$ cat src/rtl/sseg_scan_arbiter_if.sv
// ----------------------------------------------------------------------------
// sseg_scan_arbiter_if
// Request/data bundle between the display requesters and the display
// scheduler. The requesters (setup editor, message view, time view) sit on the
// master side; the scheduler sits on the slave side.
//
// Signals:
//   edit_req   editor requests the display (highest priority)
//   edit_bcd   editor digits, nibble k = digit k
//   edit_sel   index of the digit being edited (blinked)
//   msg_req    message/seconds view request
//   msg_bcd    message digits
//   time_req   normal time view request (lowest priority)
//   time_bcd   time digits, digit 0 = hours tens
//   time_colon colon request from the time view, 1 = lit
//   grant      one-hot owner: [2] edit, [1] msg, [0] time, 000 = none
//   frame_done one-cycle pulse at each frame boundary
// ----------------------------------------------------------------------------
interface sseg_scan_arbiter_if;
    logic        edit_req;
    logic [15:0] edit_bcd;
    logic [1:0]  edit_sel;
    logic        msg_req;
    logic [15:0] msg_bcd;
    logic        time_req;
    logic [15:0] time_bcd;
    logic        time_colon;
    logic [2:0]  grant;
    logic        frame_done;

    modport master (
        output edit_req,
        output edit_bcd,
        output edit_sel,
        output msg_req,
        output msg_bcd,
        output time_req,
        output time_bcd,
        output time_colon,
        input  grant,
        input  frame_done
    );

    modport slave (
        input  edit_req,
        input  edit_bcd,
        input  edit_sel,
        input  msg_req,
        input  msg_bcd,
        input  time_req,
        input  time_bcd,
        input  time_colon,
        output grant,
        output frame_done
    );
endinterface

$ cat src/rtl/sseg_scan_arbiter.sv
// ----------------------------------------------------------------------------
// sseg_scan_arbiter
// Display scheduler for a 4-digit multiplexed seven-segment display. Scans the
// digits at a programmable rate, decodes BCD to active-low segments, hands the
// display to one of three requesters (edit > msg > time) only at frame
// boundaries, and blinks the digit being edited.
//
// Parameters:
//   SCAN_DIV    scan counter terminal count; each digit lit SCAN_DIV+1 cycles
//   BLINK_DIV   blink counter terminal count; phase toggles every BLINK_DIV+1
//
// Ports:
//   M_CLOCK      system clock
//   M_RESET_N    asynchronous active-low reset
//   bus          requester bundle (slave side): requests, digit buses, grant,
//                frame_done
//   IO_SSEG      segment drive, active-low, bit 7 = dot (always off)
//   IO_SSEGD     digit enables, active-low, bit k = digit k
//   IO_SSEG_COL  colon, active-low
// ----------------------------------------------------------------------------
module sseg_scan_arbiter #(
    parameter int unsigned SCAN_DIV  = 49999,
    parameter int unsigned BLINK_DIV = 24999999
) (
    input  logic                M_CLOCK,
    input  logic                M_RESET_N,
    sseg_scan_arbiter_if.slave  bus,
    output logic [7:0]          IO_SSEG,
    output logic [3:0]          IO_SSEGD,
    output logic                IO_SSEG_COL
);

    localparam int unsigned SCAN_W  = (SCAN_DIV  > 0) ? $clog2(SCAN_DIV + 1)  : 1;
    localparam int unsigned BLINK_W = (BLINK_DIV > 0) ? $clog2(BLINK_DIV + 1) : 1;
    localparam logic [SCAN_W-1:0]  SCAN_TC  = SCAN_W'(SCAN_DIV);
    localparam logic [BLINK_W-1:0] BLINK_TC = BLINK_W'(BLINK_DIV);

    // Owner encoding equals the one-hot grant value, so grant is the state
    // register itself.
    typedef enum logic [2:0] {
        StNone = 3'b000,
        StTime = 3'b001,
        StMsg  = 3'b010,
        StEdit = 3'b100
    } owner_e;

    owner_e               r_owner;
    owner_e               w_owner_d;
    logic [SCAN_W-1:0]    r_scan_cnt;
    logic [SCAN_W-1:0]    w_scan_cnt_d;
    logic [1:0]           r_idx;
    logic [1:0]           w_idx_d;
    logic [BLINK_W-1:0]   r_blink_cnt;
    logic [BLINK_W-1:0]   w_blink_cnt_d;
    logic                 r_blink_phase;
    logic                 w_blink_phase_d;
    logic                 r_frame_done;
    logic [7:0]           r_sseg;
    logic [7:0]           w_sseg_d;
    logic [3:0]           r_ssegd;
    logic [3:0]           w_ssegd_d;
    logic                 r_col;
    logic                 w_col_d;

    logic                 w_scan_tc;
    logic                 w_boundary;
    logic                 w_edit_enter;
    logic [15:0]          w_src_bcd;
    logic [3:0]           w_nibble;

    // BCD to active-low segments, dot off. 10..14 show a dash, 15 is blank.
    function automatic logic [7:0] f_decode(input logic [3:0] nib);
        logic [7:0] seg;
        unique case (nib)
            4'd0:    seg = 8'hC0;
            4'd1:    seg = 8'hF9;
            4'd2:    seg = 8'hA4;
            4'd3:    seg = 8'hB0;
            4'd4:    seg = 8'h99;
            4'd5:    seg = 8'h92;
            4'd6:    seg = 8'h82;
            4'd7:    seg = 8'hF8;
            4'd8:    seg = 8'h80;
            4'd9:    seg = 8'h98;
            4'd15:   seg = 8'hFF;
            default: seg = 8'hBF;
        endcase
        return seg;
    endfunction

    assign w_scan_tc  = (r_scan_cnt == SCAN_TC);
    assign w_boundary = w_scan_tc && (r_idx == 2'd3);

    // ------------------------------------------------------------------------
    // Scan counter and digit index
    // ------------------------------------------------------------------------
    always_comb begin
        w_scan_cnt_d = r_scan_cnt + SCAN_W'(1);
        w_idx_d      = r_idx;
        if (w_scan_tc) begin
            w_scan_cnt_d = '0;
            w_idx_d      = r_idx + 2'd1;
        end
    end

    always_ff @(posedge M_CLOCK or negedge M_RESET_N) begin
        if (!M_RESET_N) begin
            r_scan_cnt <= '0;
            r_idx      <= 2'd3;
        end else begin
            r_scan_cnt <= w_scan_cnt_d;
            r_idx      <= w_idx_d;
        end
    end

    // ------------------------------------------------------------------------
    // Ownership FSM: only re-evaluated on the 3->0 wrap, so a dropped request
    // keeps the display until the next boundary and nobody is pre-empted.
    // ------------------------------------------------------------------------
    always_comb begin
        w_owner_d = r_owner;
        if (w_boundary) begin
            if (bus.edit_req) begin
                w_owner_d = StEdit;
            end else if (bus.msg_req) begin
                w_owner_d = StMsg;
            end else if (bus.time_req) begin
                w_owner_d = StTime;
            end else begin
                w_owner_d = StNone;
            end
        end
    end

    always_ff @(posedge M_CLOCK or negedge M_RESET_N) begin
        if (!M_RESET_N) begin
            r_owner      <= StNone;
            r_frame_done <= 1'b0;
        end else begin
            r_owner      <= w_owner_d;
            r_frame_done <= w_boundary;
        end
    end

    assign bus.grant      = r_owner;
    assign bus.frame_done = r_frame_done;

    // ------------------------------------------------------------------------
    // Blink timebase. Restarted when edit newly takes the display so the
    // edited digit is visible for a full half-period first.
    // ------------------------------------------------------------------------
    assign w_edit_enter = w_boundary && (w_owner_d == StEdit) && (r_owner != StEdit);

    always_comb begin
        w_blink_cnt_d   = r_blink_cnt + BLINK_W'(1);
        w_blink_phase_d = r_blink_phase;
        if (w_edit_enter) begin
            w_blink_cnt_d   = '0;
            w_blink_phase_d = 1'b0;
        end else if (r_blink_cnt == BLINK_TC) begin
            w_blink_cnt_d   = '0;
            w_blink_phase_d = ~r_blink_phase;
        end
    end

    always_ff @(posedge M_CLOCK or negedge M_RESET_N) begin
        if (!M_RESET_N) begin
            r_blink_cnt   <= '0;
            r_blink_phase <= 1'b0;
        end else begin
            r_blink_cnt   <= w_blink_cnt_d;
            r_blink_phase <= w_blink_phase_d;
        end
    end

    // ------------------------------------------------------------------------
    // Display data for the digit about to be lit. Everything is computed from
    // the next-state owner/index/phase so that enable, segments and colon all
    // change on the same edge, including the boundary edge.
    // ------------------------------------------------------------------------
    always_comb begin
        w_src_bcd = 16'hFFFF;
        case (w_owner_d)
            StEdit:  w_src_bcd = bus.edit_bcd;
            StMsg:   w_src_bcd = bus.msg_bcd;
            StTime:  w_src_bcd = bus.time_bcd;
            default: w_src_bcd = 16'hFFFF;
        endcase
    end

    always_comb begin
        w_nibble = w_src_bcd[3:0];
        unique case (w_idx_d)
            2'd0: w_nibble = w_src_bcd[3:0];
            2'd1: w_nibble = w_src_bcd[7:4];
            2'd2: w_nibble = w_src_bcd[11:8];
            2'd3: w_nibble = w_src_bcd[15:12];
        endcase
    end

    always_comb begin
        w_sseg_d  = f_decode(w_nibble);
        w_ssegd_d = ~(4'b0001 << w_idx_d);
        w_col_d   = 1'b1;
        case (w_owner_d)
            StEdit: begin
                w_col_d = 1'b0;
                if (w_blink_phase_d) begin
                    w_ssegd_d[bus.edit_sel] = 1'b1;
                end
            end
            StTime: begin
                w_col_d = ~bus.time_colon;
            end
            StMsg: begin
                w_col_d = 1'b1;
            end
            default: begin
                // Nobody owns the display: blank it, scanning continues.
                w_sseg_d  = 8'hFF;
                w_ssegd_d = 4'hF;
                w_col_d   = 1'b1;
            end
        endcase
    end

    always_ff @(posedge M_CLOCK or negedge M_RESET_N) begin
        if (!M_RESET_N) begin
            r_sseg  <= 8'hFF;
            r_ssegd <= 4'hF;
            r_col   <= 1'b1;
        end else if (w_scan_tc) begin
            r_sseg  <= w_sseg_d;
            r_ssegd <= w_ssegd_d;
            r_col   <= w_col_d;
        end
    end

    assign IO_SSEG     = r_sseg;
    assign IO_SSEGD    = r_ssegd;
    assign IO_SSEG_COL = r_col;

endmodule

$ cat src/flat_wrapper.sv
// flat-port wrapper written by rule: the top's interface ports become plain ports
module sseg_scan_arbiter_flat 
#(
    parameter int unsigned SCAN_DIV  = 49999,
    parameter int unsigned BLINK_DIV = 24999999
)
  (M_CLOCK, M_RESET_N, IO_SSEG, IO_SSEGD, IO_SSEG_COL, bus_edit_req, bus_edit_bcd, bus_edit_sel, bus_msg_req, bus_msg_bcd, bus_time_req, bus_time_bcd, bus_time_colon, bus_grant, bus_frame_done);
  sseg_scan_arbiter_if bus_i ();
  input  logic M_CLOCK;
  input  logic M_RESET_N;
  output logic [7:0] IO_SSEG;
  output logic [3:0] IO_SSEGD;
  output logic IO_SSEG_COL;
  input wire logic [$bits(bus_i.edit_req)-1:0] bus_edit_req;
  input wire logic [$bits(bus_i.edit_bcd)-1:0] bus_edit_bcd;
  input wire logic [$bits(bus_i.edit_sel)-1:0] bus_edit_sel;
  input wire logic [$bits(bus_i.msg_req)-1:0] bus_msg_req;
  input wire logic [$bits(bus_i.msg_bcd)-1:0] bus_msg_bcd;
  input wire logic [$bits(bus_i.time_req)-1:0] bus_time_req;
  input wire logic [$bits(bus_i.time_bcd)-1:0] bus_time_bcd;
  input wire logic [$bits(bus_i.time_colon)-1:0] bus_time_colon;
  output wire logic [$bits(bus_i.grant)-1:0] bus_grant;
  output wire logic [$bits(bus_i.frame_done)-1:0] bus_frame_done;
  assign bus_i.edit_req = bus_edit_req;
  assign bus_i.edit_bcd = bus_edit_bcd;
  assign bus_i.edit_sel = bus_edit_sel;
  assign bus_i.msg_req = bus_msg_req;
  assign bus_i.msg_bcd = bus_msg_bcd;
  assign bus_i.time_req = bus_time_req;
  assign bus_i.time_bcd = bus_time_bcd;
  assign bus_i.time_colon = bus_time_colon;
  assign bus_grant = bus_i.grant;
  assign bus_frame_done = bus_i.frame_done;
  sseg_scan_arbiter #(.SCAN_DIV(SCAN_DIV), .BLINK_DIV(BLINK_DIV)) u_core (.M_CLOCK(M_CLOCK), .M_RESET_N(M_RESET_N), .bus(bus_i), .IO_SSEG(IO_SSEG), .IO_SSEGD(IO_SSEGD), .IO_SSEG_COL(IO_SSEG_COL));
endmodule
$ cat config.mk
export PLATFORM = sky130hd
export DESIGN_NAME = sseg_scan_arbiter_flat
export DESIGN_NICKNAME = d
export VERILOG_FILES = /design/src/rtl/sseg_scan_arbiter_if.sv /design/src/rtl/sseg_scan_arbiter.sv /design/src/flat_wrapper.sv
export SDC_FILE = /design/constraint.sdc
export NUM_CORES = 1
export LEC_CHECK = 0
export BUFFER_PORTS_ARGS = -buffer_cell sky130_fd_sc_hd__buf_4
export CAP_MARGIN = 20
export CORE_AREA = 4 4 89 91
export CTS_CLUSTER_SIZE = 16
export DETAILED_ROUTE_END_ITERATION = 16
export DIE_AREA = 0 0 93 95
export GPL_TIMING_DRIVEN = 0
export PLACE_DENSITY = 0.88
export SYNTH_ARGS = -nofsm -noshare
export SYNTH_HDL_FRONTEND = slang
export SYNTH_SLANG_ARGS = --single-unit
$ cat constraint.sdc
create_clock -name M_CLOCK -period 4.45 [get_ports M_CLOCK]
set_input_delay 0.2225 -clock M_CLOCK [delete_from_list [all_inputs] [get_ports M_CLOCK]]
set_output_delay 0.2225 -clock M_CLOCK [all_outputs]
set_load 0.01 [all_outputs]
# Word level (Yosys, flattened, before mapping)
# Memories as Yosys holds them, arrays and structs flattened.
# Cells that the tools add are included.
dict set report word_totals {
  reg_bits 61
  romBits 112
  in_bits 56
  output_inout_bits 17
  elab_cells 55
  mem_count 1
}
# name words width read_ports rd_clocked_by_memory_dff write_ports line_no
set memory_table {}
lappend memory_table {{(no name shown)} 16 7 1 0 0 sseg_scan_arbiter.sv:74} ;# unique case (nib)
dict set report op_classes {
  n_addsub 3
  n_lt_le_gt_ge 2
  eq_ne 10
  n_shift 1
  mux 18
  bitwise 4
  reduce_logical 7
}
# cell n
set op_table {}
lappend op_table {{25-bit two-way mux} 2}
lappend op_table {{16-bit one-hot mux with 3 select lines} 1}
lappend op_table {{25-bit by 1-bit adder with 25-bit output, second input constant} 1}
lappend op_table {{25-bit equality test, second input constant} 1}
lappend op_table {{16-bit by 1-bit adder with 16-bit output, second input constant} 1}
lappend op_table {{16-bit equality test, second input constant} 1}
lappend op_table {{16-bit two-way mux} 1}
lappend op_table {{4-bit one-hot mux with 4 select lines} 1}
lappend op_table {{3-bit two-way mux} 3}
lappend op_table {{8-bit two-way mux} 1}
lappend op_table {{4-bit one-hot mux with 2 select lines} 1}
lappend op_table {{2-bit equality test, second input constant} 3}
lappend op_table {{1-bit logical AND} 4}
lappend op_table {{1-bit two-way mux} 4}
lappend op_table {{4-bit two-way mux} 1}
lappend op_table {{4-bit inverter} 1}
lappend op_table {{4-bit bitwise OR} 1}
lappend op_table {{1-bit by 2-bit << shifter with 4-bit output, first input constant} 1}
lappend op_table {{3-bit by 1-bit equality test with 1-bit output, second input constant} 1}
lappend op_table {{3-bit by 2-bit equality test with 1-bit output, second input constant} 1}
lappend op_table {{3-bit equality test, second input constant} 1}
lappend op_table {{2-bit by 3-bit less-than comparator with 1-bit output, second input constant} 1}
lappend op_table {{3-bit != test, second input constant} 1}
lappend op_table {{3-bit OR reduction} 1}
lappend op_table {{9 further kinds} 10}

# Logic depth before layout (Yosys ltp)
# Gate-level depths: netlist of the first run.
dict set report logic_depth {
  depth_word 10
  depth_mapped 14
  depth_no_buf 13
}

# Least setup slack after synthesis of the first run
# OpenSTA, ideal clock, no wires.
dict set report synth_timing {
  kind {reg2reg}
  from {reg u_core.r_idx[0]}
  to {reg u_core.r_sseg[2] (netlist: u_core.IO_SSEG[2])}
  setup_ps 73
  arrival_ps 3026
  required_ps 4377
  slack_ps 1351
  path_stages_with_launch 14
  path_buffers 0
  period_less_slack_ps 3099
  path_cell_list {dfstp_2 -> ha_1 -> and4_1 -> nand4_4 -> mux2_2 -> a222oi_1 -> mux2i_1 -> mux2_2 -> nor2_1 -> ha_1 -> inv_1 -> o32ai_1 -> o31ai_1 -> a21oi_1}
}
dict set report synth_between {
  elab_chain_cells 8
  word_cells_on_any_way 17
  cone_classes {add/sub (1); eq/ne (7); mux (5); reduce/logical (3); memory (1)}
}
# item line_no
set synth_rtl {}
lappend synth_rtl {{start, declared} sseg_scan_arbiter.sv:51} ;# logic [1:0] r_idx;
lappend synth_rtl {{start signal, assigned} sseg_scan_arbiter.sv:112} ;# r_idx <= w_idx_d;
lappend synth_rtl {{2-bit equality test} sseg_scan_arbiter.sv:92} ;# assign w_boundary = w_scan_tc && (r_idx == 2'd3);
lappend synth_rtl {{1-bit logical AND} sseg_scan_arbiter.sv:92}
lappend synth_rtl {{3-bit two-way mux} sseg_scan_arbiter.sv:122} ;# if (w_boundary) begin
lappend synth_rtl {{3-bit by 1-bit equality test with 1-bit output (tied with other cells)} {sseg_scan_arbiter.sv:183, sseg_scan_arbiter.sv:205}}
lappend synth_rtl {{16-bit one-hot mux with 3 select lines} sseg_scan_arbiter.sv:183} ;# case (w_owner_d)
lappend synth_rtl {{4-bit one-hot mux with 4 select lines} sseg_scan_arbiter.sv:193} ;# unique case (w_idx_d)
lappend synth_rtl {{memory 16 x 7 bit} -}
lappend synth_rtl {{8-bit two-way mux (*)} sseg_scan_arbiter.sv:205} ;# case (w_owner_d)
lappend synth_rtl {{end signal, assigned} sseg_scan_arbiter.sv:233} ;# r_sseg <= w_sseg_d;
lappend synth_rtl {{end, declared} sseg_scan_arbiter.sv:58} ;# logic [7:0] r_sseg;
# Every way passes the cells marked *; elsewhere a longest branch is shown, timed or not.
# A chain may end at the register's enable or synchronous reset.

# Worst setup path after layout of the first run
dict set report layout_timing {
  from {reg u_core.r_scan_cnt[10]}
  to {reg u_core.r_sseg[1] (netlist: u_core.IO_SSEG[1])}
}
dict set report layout_between {
  elab_chain_cells 8
  word_cells_on_any_way 16
  cone_classes {eq/ne (7); mux (5); reduce/logical (3); memory (1)}
}
# item line_no
set layout_rtl {}
lappend layout_rtl {{start, declared} sseg_scan_arbiter.sv:49} ;# logic [SCAN_W-1:0] r_scan_cnt;
lappend layout_rtl {{start signal, assigned} sseg_scan_arbiter.sv:111} ;# r_scan_cnt <= w_scan_cnt_d;
lappend layout_rtl {{16-bit equality test (*)} sseg_scan_arbiter.sv:91} ;# assign w_scan_tc = (r_scan_cnt == SCAN_TC);
lappend layout_rtl {{1-bit logical AND} sseg_scan_arbiter.sv:92}
lappend layout_rtl {{3-bit two-way mux} sseg_scan_arbiter.sv:122}
lappend layout_rtl {{3-bit by 1-bit equality test with 1-bit output (tied with other cells)} {sseg_scan_arbiter.sv:183, sseg_scan_arbiter.sv:205}}
lappend layout_rtl {{16-bit one-hot mux with 3 select lines} sseg_scan_arbiter.sv:183}
lappend layout_rtl {{4-bit one-hot mux with 4 select lines} sseg_scan_arbiter.sv:193}
lappend layout_rtl {{memory 16 x 7 bit} -}
lappend layout_rtl {{8-bit two-way mux} sseg_scan_arbiter.sv:205}
# Marked as above.

==> results of run 1 <==
==> cells by family after synthesis <==
group	share of synthesized area, %
other	0.09872
adders and majority gates	1.976
buffers and inverters	3.294
muxes	3.689
xor gates and xnor gates	7.378
and+or+nand+nor	26.68
DFF	39.99
AOI/OAI and AO/OA	16.90
==> placed cells by master, fill, tap and decap left out, types with 6 or more instances in the layout <==
master    synthesis  routed
a21oi_1          19      19
and3_1            7       7
nor3_1           18      18
dfstp_2          14      14
nor3b_1           7       7
inv_1            10      10
nand3_1          18      18
xnor2_1          11      11
nand2_1          36      36
nor2b_1           9       9
nand3b_1          6       6
xor2_1           21      21
clkbuf_8          0       9
nand4_1           6       6
buf_4             3      73
clkbuf_1         14      19
ha_1              6       6
mux2i_1           8       8
a22oi_1          10      10
o21ai_0          13      13
nor2_1           53      53
a211oi_1          7       7
dfrtp_1          46      46
==> critical path, stage by stage, from the launching register on <==
cell	delay, ps
dfrtp_1	440
nor4b_4	540
nand4_4	250
mux2_2	460
a222oi_1	390
mux2i_1	120
mux2_2	320
nor2_1	210
ha_1	280
o21bai_1	180
and2_1	200
a21oi_1	130
==> metal layers <==
metal	share of wire (%)	GRT usage, %	vias to the layer above
met3	6.4	3.984	27
met5	0	0	-
met2	48	39.71	153
met1	42	29.55	1718
li1	-	-	1695
met4	3.1	11.60	0
==> how the worst min path moves through the flow <==
stage,slack [ps],startpoint,to,depth (start not counted)
2_1_floorplan,-70,M_RESET_N,u_core.bus.frame_done,0
3_3_place_gp,330,M_RESET_N,u_core.r_scan_cnt[12],1
3_5_place_dp,340,M_RESET_N,u_core.r_scan_cnt[12],1
4_1_cts,120,bus_edit_sel[1],u_core.IO_SSEGD[1],3
5_1_grt,130,bus_edit_sel[0],u_core.IO_SSEGD[1],3
6_report,130,bus_edit_sel[0],u_core.IO_SSEGD[1],3
==> flip-flops by register name, summed over array words and instances (netlist names) <==
name,count
u_core.bus.grant,3
u_core.IO_SSEG_COL,1
u_core.r_scan_cnt,16
u_core.r_blink_cnt,25
u_core.r_idx,2
u_core.r_blink_phase,1
u_core.bus.frame_done,1
u_core.IO_SSEGD,4
u_core.IO_SSEG,7
==> where the power goes <==
| part | internal (mW) | total, mW | switching (mW) |
|---|---|---|---|
| Sequential | 0.604 | 0.667 | 0.0624 |
| Clock | 0.259 | 0.467 | 0.208 |
| Combinational | 0.0948 | 0.184 | 0.0891 |
| Total | 0.958 | 1.32 | 0.359 |
==> stage by stage <==
step / util, % / std cells / worst slack (ps)
final: 64.95 / 607 / 853.7
after global placement: 62.32 / 590 / 980.6
after detailed placement: 62.32 / 590 / 879.0
after CTS: 64.95 / 607 / 886.1
after floorplan: - / 421 / 1351
after global routing: 64.95 / 607 / 670.9
==> cell type report <==
| class | count | area (um^2) | share of cell area [%] |
|---|---|---|---|
| buffer | 19 | 83.83 | 1.808 |
| multi-input combinational | 331 | 2155 | 46.48 |
| tap | 99 | 123.9 | 2.672 |
| clock inverter | 2 | 35.03 | 0.7557 |
| clock buffer | 14 | 142.6 | 3.077 |
| inverter | 11 | 41.29 | 0.8907 |
| timing repair buffer | 71 | 535.5 | 11.55 |
| sequential | 60 | 1519 | 32.77 |
==> repair_timing <==
action,4_1_cts,5_1_grt
hold endpoints to repair,46,0
hold buffers,1,0
setup buffers,0,0
==> metrics.cfg, run 1 <==
[yosys]
ys_async_sr_fraction_pct=100.0
netlist_top_cells_count=nor2_1, dfrtp_1, nand2_1
postSynthCellCount=421
synthTopCellsByArea=dfrtp_1, dfstp_2, nor2_1
ys_seq_area_share_pct=39.99
synth_largest_area_cell=dfrtp_1
yosysMostFrequentCell=nor2_1
synth_top_area_share_pct=30.30
syn_avg_cell_area_um2=9.023
synth_nets=483
ys_ff_latch=60
yosys.cell_types.count=59
ys.flop_type=dfrtp_1
syn_area_um2=3799
synth_edf_count=0
ys_warn_count=0

[clock_tree]
cts_tree=built
h-tree-depth=3
cts_max_path_buffers=2
cts-resized-gates=0
path_clk_slew_ps=70
cts_buffers=9
insertion_delay_ps=340
root_buffer=clkbuf_8
cts.sinks=60

[power]
irDropWorstVdd_mv=0.1443
p_leak_nw=1.946
p_per_area_nw_per_um2=284.2
power_mw=1.317

[route]
ant_nets=0
vias=3593
drc=0
wl_per_cell_um=16.74
drtIter0Drc=283
finalWirelength_mm=10.16
viasPerCell=5.919
drtPass1Iterations=7

[floorplan]
chipWidth_um=93
start_util_pct=53.23
die_y_um=95
coreArea_um2=7137
rows=31
die_area_um2=8835
ios=73

[cells_and_area]
stdcell_area_um2=4636
nets=565
syn_to_final_growth_pct=22.04
nFillCells=614
layout-drive-gt1-share_pct=22.83
diodes=0

[grt]
overflow=0
grt_max_degree=61
grtUsageTotal_pct=23.64
antenna_found_initial=0
grt_pass1_wl_mm=16.52
grt_pass1_vias=3581

[sta]
worstMarginPinSlew_ps=735.6
post-route-period-util_pct=80.82
slew_violations=0
fin_skew_ps=12.54
grt_setup_unrepaired=false
hold_slack_ps=133.3
setup_tns_ps=0
hold_viol_final=0
timing.fmax_ghz=0.2781
setup_viol=0
relSlewSlack_pct=50.96
post-route-min-period_ps=3596

[flow_run]
cap_violations=0

[min_path]
hold_class=in -> reg

[critical_path]
worst_ep_arrival_time_ps=3880
crit_end=u_core.IO_SSEG[1]
r2r_setup_slack_ps=850
worst_r2r_endpoint=u_core.IO_SSEG[1]
start_kind=flop
rr_startpoint=u_core.r_scan_cnt[10]
crit_fanout=10
cp.required_ps=4730
crit_start=u_core.r_scan_cnt[10]
end_kind=flop
critPathKind=reg -> reg
r2r_cells=11

[placed_design]
gp_congestion=0.9204
hpwl_mm=7.610
placed_cell_area_um2=4448
portBuffers=70

[run_status]
outcome=completed

Power figures use the tool's default switching activity.
==> inputs of run 2 (changes only) <==
ABC_AREA = 1   (was default)
CORE_AREA = 4 4 91 93   (was 4 4 89 91)
DIE_AREA = 0 0 95 97   (was 0 0 93 95)
clock period = 3.5 ns   (was 4.45 ns; I/O delays follow)
==> run 2 against run 1 <==
Power is 3.3% higher. Clock power rose by 28%. Setup slack lost 390 ps. Combinational power is 62% lower. Count of clock-buffer cells in the layout is 3 lower. Wire length down 6.7%. Synthesized cell count rose by 28%. Via count rose by 5.5%. Critical path depth grew 4. Synthesized area up 5.5%. Critical endpoint unchanged.
==> metrics.cfg, run 2 <==
[clock_tree]
cts.sinks=60
cts_tree=built
h-tree-depth=3
postCtsSetupBuffers=0
root_buffer=clkbuf_8
path_clk_slew_ps=70
insertion_delay_ps=340
cts_max_path_buffers=2
cts_buffers=9

[grt]
grtUsageTotal_pct=22.14
grt_max_degree=61
grt_pass1_wl_mm=16.48
antenna_found_initial=0
overflow=0
grt_pass1_vias=3819

[sta]
setup_tns_ps=0
worstMarginPinSlew_ps=739.4
hold_slack_ps=106.9
grt_setup_unrepaired=false
relSlewSlack_pct=50.70
fin_skew_ps=8.373
timing.fmax_ghz=0.3289
post-route-min-period_ps=3041
layout_setup_ws_ps=459.3
post-route-period-util_pct=86.88
setup_viol=0
slew_violations=0
hold_viol_final=0

[run_status]
outcome=completed

[power]
irDropWorstVdd_mv=0.1912
p_leak_nw=2.391
p_per_area_nw_per_um2=279.9

[floorplan]
start_util_pct=53.24
rows=32
die_area_um2=9215
chipWidth_um=95
die_y_um=97
coreArea_um2=7527
ios=73

[cells_and_area]
diodes=0
largest_register_ffs=25
top_register=u_core.r_blink_cnt
stdcell_area_um2=4862
nFillCells=652
layout_common_cells=nand2_1, nor2_1, inv_1, buf_4, dfrtp_1
nets=684
final_common_cell=nand2_1
layout-drive-gt1-share_pct=26.63
syn_to_final_growth_pct=21.32

[yosys]
yosys.area_share.simple_pct=41.06
synth_compound_area_share_pct=8.024
ys_warn_count=0
netlist_top_cells_count=nand2_1, nor2_1, inv_1
synth_top_area_share_pct=28.72
synthTopCellsByArea=dfrtp_1, nand2_1, dfstp_2
postSynthCellCount=539
ys_seq_area_share_pct=37.90
ys.flop_type=dfrtp_1
syn_area_um2=4008
synth_edf_count=0
ys_ff_latch=60
synth_xor_area_share_pct=1.530
synth.area.mux_share_pct=0
yosysMostFrequentCell=nand2_1
synth_top_family_by_area=simple AND/OR/NAND/NOR gates
ys_async_sr_fraction_pct=100.0
synth_largest_area_cell=dfrtp_1
yosys.cell_types.count=46
synthAdderAreaFrac_pct=1.873
synth_nets=601
syn_avg_cell_area_um2=7.435

[route]
vias=3791
viasPerCell=5.200
drtIter0Drc=162
finalWirelength_mm=9.479
wl_per_cell_um=13.00
drtPass1Iterations=4
ant_nets=0
drc=0

[flow_run]
cap_violations=0

[critical_path]
crit_fanout=7
r2r_setup_slack_ps=460
cp.required_ps=3770
worst_ep_arrival_time_ps=3310
critPathKind=reg -> reg
start_kind=flop
end_kind=flop

[placed_design]
pre_cts_slack_ps=532.9
hpwl_mm=7.343
gp_congestion=0.9637
placed_cell_area_um2=4668
portBuffers=71

[min_path]
hold_class=in -> reg

## run 2: changes by cell type after synthesis, moves of 12 or more
cell,before,now
inv_1,10,79
nand2_1,36,103
nor2_1,53,81
nand4_1,6,25
nand3_1,18,34
xor2_1,21,6
nor2_2,0,13
clkbuf_1,14,2
nand2_2,0,12
## run 2: final timing paths
path                       depth (start not counted)                     to                   from
setup / recovery                                  15      u_core.IO_SSEG[1]        u_core.r_idx[0]
hold / removal                                     3     u_core.IO_SSEGD[2]        bus_edit_sel[1]
setup reg to reg                                  15      u_core.IO_SSEG[1]        u_core.r_idx[0]
hold reg to reg                                    1  u_core.r_blink_cnt[0]  u_core.r_blink_cnt[0]
max in group asynchronous                          2   u_core.r_scan_cnt[7]              M_RESET_N
min in group asynchronous                          2  u_core.r_blink_cnt[8]              M_RESET_N
## run 2: per-stage QoR
stage	total power, mW	cells	utilization, %
after floorplan	0.7132	539	-
after global placement	0.7759	712	62.02
after detailed placement	0.7767	712	62.02
after CTS	1.378	729	64.59
after global routing	1.410	729	64.59
final	1.361	729	64.59
## run 2: per-layer routing
metal / GRT usage (%) / vias up / wire (um)
li1: - / 1904 / -
met1: 26.51 / 1734 / 3968
met2: 37.64 / 126 / 4731
met3: 4.977 / 27 / 525
met4: 9.323 / 0 / 254
met5: 0 / - / 0
## run 2: what timing repair did
item                                   in CTS  in global routing
hold buffers                                1                  0
resized for setup                           0                  0
endpoints found under the hold margin      46                  0
## run 2: critical path, cell delays in order, from the launching register on
cell     delay (ps)
dfstp_2         560
ha_1            330
nand3_1         190
nand2_1         150
nand2_2         140
nand3_2         220
nor2_1           70
nor2_1          140
nand2_1          70
nand2_1          70
nor2_2           50
nor2_4          160
inv_1            90
ha_1            310
or2_0           230
a21oi_1         180
## run 2: final cells by class
class,count,area (um^2),share of cell area [%]
Buffer,7,53.80,1.107
Clock buffer,11,131.4,2.702
Clock inverter,5,52.55,1.081
Inverter,86,327.8,6.742
Multi-Input combinational cell,386,2107,43.34
Sequential cell,60,1519,31.24
Tap cell,102,127.6,2.625
Timing Repair Buffer,72,543.0,11.17
## run 2: kinds of logic (layout without fill, tap and decap cells)
| family | count (synthesis) | after routing |
|---|---|---|
| AO/OA/AOI/OAI | 53 | 53 |
| AND/OR/NAND/NOR | 319 | 319 |
| adder cells (fa/ha/maj) | 6 | 6 |
| buffers and inverters | 93 | 181 |
| other | 1 | 1 |
| XOR/XNOR | 7 | 7 |
| flip-flops | 60 | 60 |
## run 2: where the power goes
group | internal, mW | leakage [nW] | switching (mW) | total, mW
Clock | 0.325 | 0.0931 | 0.272 | 0.597
Combinational | 0.0415 | 1.56 | 0.0284 | 0.0699
Sequential | 0.694 | 0.734 | 0 | 0.694
==> inputs of run 3 (changes only) <==
==> constraint.sdc (replaced) <==
create_clock -name M_CLOCK -period 3.5 [get_ports M_CLOCK]
set_input_delay 0.7 -clock M_CLOCK [delete_from_list [all_inputs] [get_ports M_CLOCK]]
set_output_delay 0.7 -clock M_CLOCK [all_outputs]
set_load 0.01 [all_outputs]
==> run 3 against run 2 <==
Power is essentially flat. Register-to-register slack about the same. Cell count is 0.14% lower. Highest routed layer unchanged. First-iteration DRC count is 8.0% lower. Sequential share of layout area is 0.064 points higher. Global-route usage stayed put. Maximum frequency about the same. Count of clock-buffer cells in the layout is the same. Wire length about the same. Sequential power is essentially flat. Clock power about the same. Die area unchanged.
==> metrics.cfg, run 3 (synthesis gave the netlist of run 2 again) <==
[route]
finalWirelength_mm=9.477
wl_per_cell_um=13.02
drc=0
viasPerCell=5.210
vias=3793
drtIter0Drc=149
drtPass1Iterations=4
ant_nets=0

[critical_path]
critPathKind=reg -> reg
cp_common_cell=nand2_1
crit_fanout=7
crit_chain=ha_1 > nand3_1 > nand2_1 > nand2_2 > nand3_2 > nor2_1 > nor2_1 > nand2_1 > nand2_1 > nor2_2 > nor2_4 > inv_1 > ha_1 > or2_0 > a21oi_1
critical-path-max-stage-delay_ps=560
rr_startpoint=u_core.r_idx[0]
cp.required_ps=3770
cp_top_family=simple AND/OR/NAND/NOR gates
worst_ep_arrival_time_ps=3310
crit_slowest_cell=dfstp_2
worst-path-buf-inv=1
crit_start=u_core.r_idx[0]
end_kind=flop
start_kind=flop

[clock_tree]
insertion_delay_ps=340
cts-resized-gates=0
cts_tree=built
cts_max_path_buffers=2
postCtsSetupBuffers=0
root_buffer=clkbuf_8
cts_buffers=9
h-tree-depth=3
path_clk_slew_ps=70
holdBufCountCts=0
cts.sinks=60

[floorplan]
coreArea_um2=7527
die_area_um2=9215
chipWidth_um=95
die_y_um=97
ios=73
rows=32
start_util_pct=53.24

[placed_design]
gp_congestion=0.9637
hpwl_mm=7.343
dp.cells=712
portBuffers=71

[sta]
setup_tns_ps=0
worstMarginPinSlew_ps=737.6
slew_violations=0
post-route-period-util_pct=86.89
setup_viol=0
grt_setup_unrepaired=false
relSlewSlack_pct=50.83
hold_viol_final=0
fin_skew_ps=8.374
post-route-min-period_ps=3041
timing.fmax_ghz=0.3288

[grt]
grt_max_degree=61
grt_pass1_vias=3819
antenna_found_initial=0
overflow=0
grtUsageTotal_pct=22.14
grt_pass1_wl_mm=16.48

[cells_and_area]
top_register=u_core.r_blink_cnt
layout-drive-gt1-share_pct=26.68
final_cells=728
largest_register_ffs=25
syn_to_final_growth_pct=21.07
final_common_cell=nand2_1
diodes=0
layout_common_cells=nand2_1, nor2_1, inv_1, buf_4, dfrtp_1
nets=683

[power]
irDropWorstVdd_mv=0.1912
p_leak_nw=2.387
power_mw=1.361
p_per_area_nw_per_um2=280.4

[flow_run]
cap_violations=0

[run_status]
outcome=completed

[min_path]
hold_class=in -> async

-- run 3: cell count changes in the layout (fill, tap and decap cells not counted) --
cell,previous run,this run
dlygate4sd3_1,1,0
-- run 3: power by group --
group,internal (mW),switching [mW]
Combinational,0.0407,0.0283
Sequential,0.694,0
Clock,0.325,0.272
-- run 3: metal layers --
metal / GRT usage (%) / part of all wire [%] / wire length [um] / vias up
li1: - / - / - / 1901
met2: 37.64 / 50 / 4745 / 134
met4: 9.323 / 2.7 / 253 / 0
met5: 0 / 0 / 0 / -
met3: 4.977 / 5.7 / 539 / 27
met1: 26.51 / 42 / 3939 / 1731
-- run 3: cell type report --
class | instances | area [um^2]
Multi-Input combinational cell | 386 | 2107
Tap cell | 102 | 127.6
Sequential cell | 60 | 1519
Inverter | 86 | 327.8
Timing Repair Buffer | 71 | 533.0
Clock inverter | 5 | 52.55
Buffer | 7 | 53.80
Clock buffer | 11 | 131.4
Fill cell | 653 | 2675
-- run 3: per-stage QoR --
stage | setup slack [ps] | utilization (%) | hold WS (ps) | cell area (um^2)
after global placement | 572.8 | 62.02 | 451.1 | 4668
after global routing | 235.4 | 64.46 | 475.3 | 4852
after floorplan | 900.6 | - | 404.4 | 4008
final | 458.8 | 64.46 | 412.7 | 4852
after detailed placement | 532.9 | 62.02 | 458.7 | 4668
after CTS | 457.5 | 64.46 | 445.3 | 4852
-- run 3: final timing paths --
check / slack [ps] / endpoint / cells after the start
setup / recovery: 460 / u_core.IO_SSEG[1] / 15
hold / removal: 410 / u_core.r_blink_cnt[8] / 1
setup reg to reg: 460 / u_core.IO_SSEG[1] / 15
hold reg to reg: 460 / u_core.r_blink_cnt[0] / 1
max in group asynchronous: 2590 / u_core.r_scan_cnt[7] / 1
min in group M_CLOCK: 460 / u_core.r_blink_cnt[0] / 1
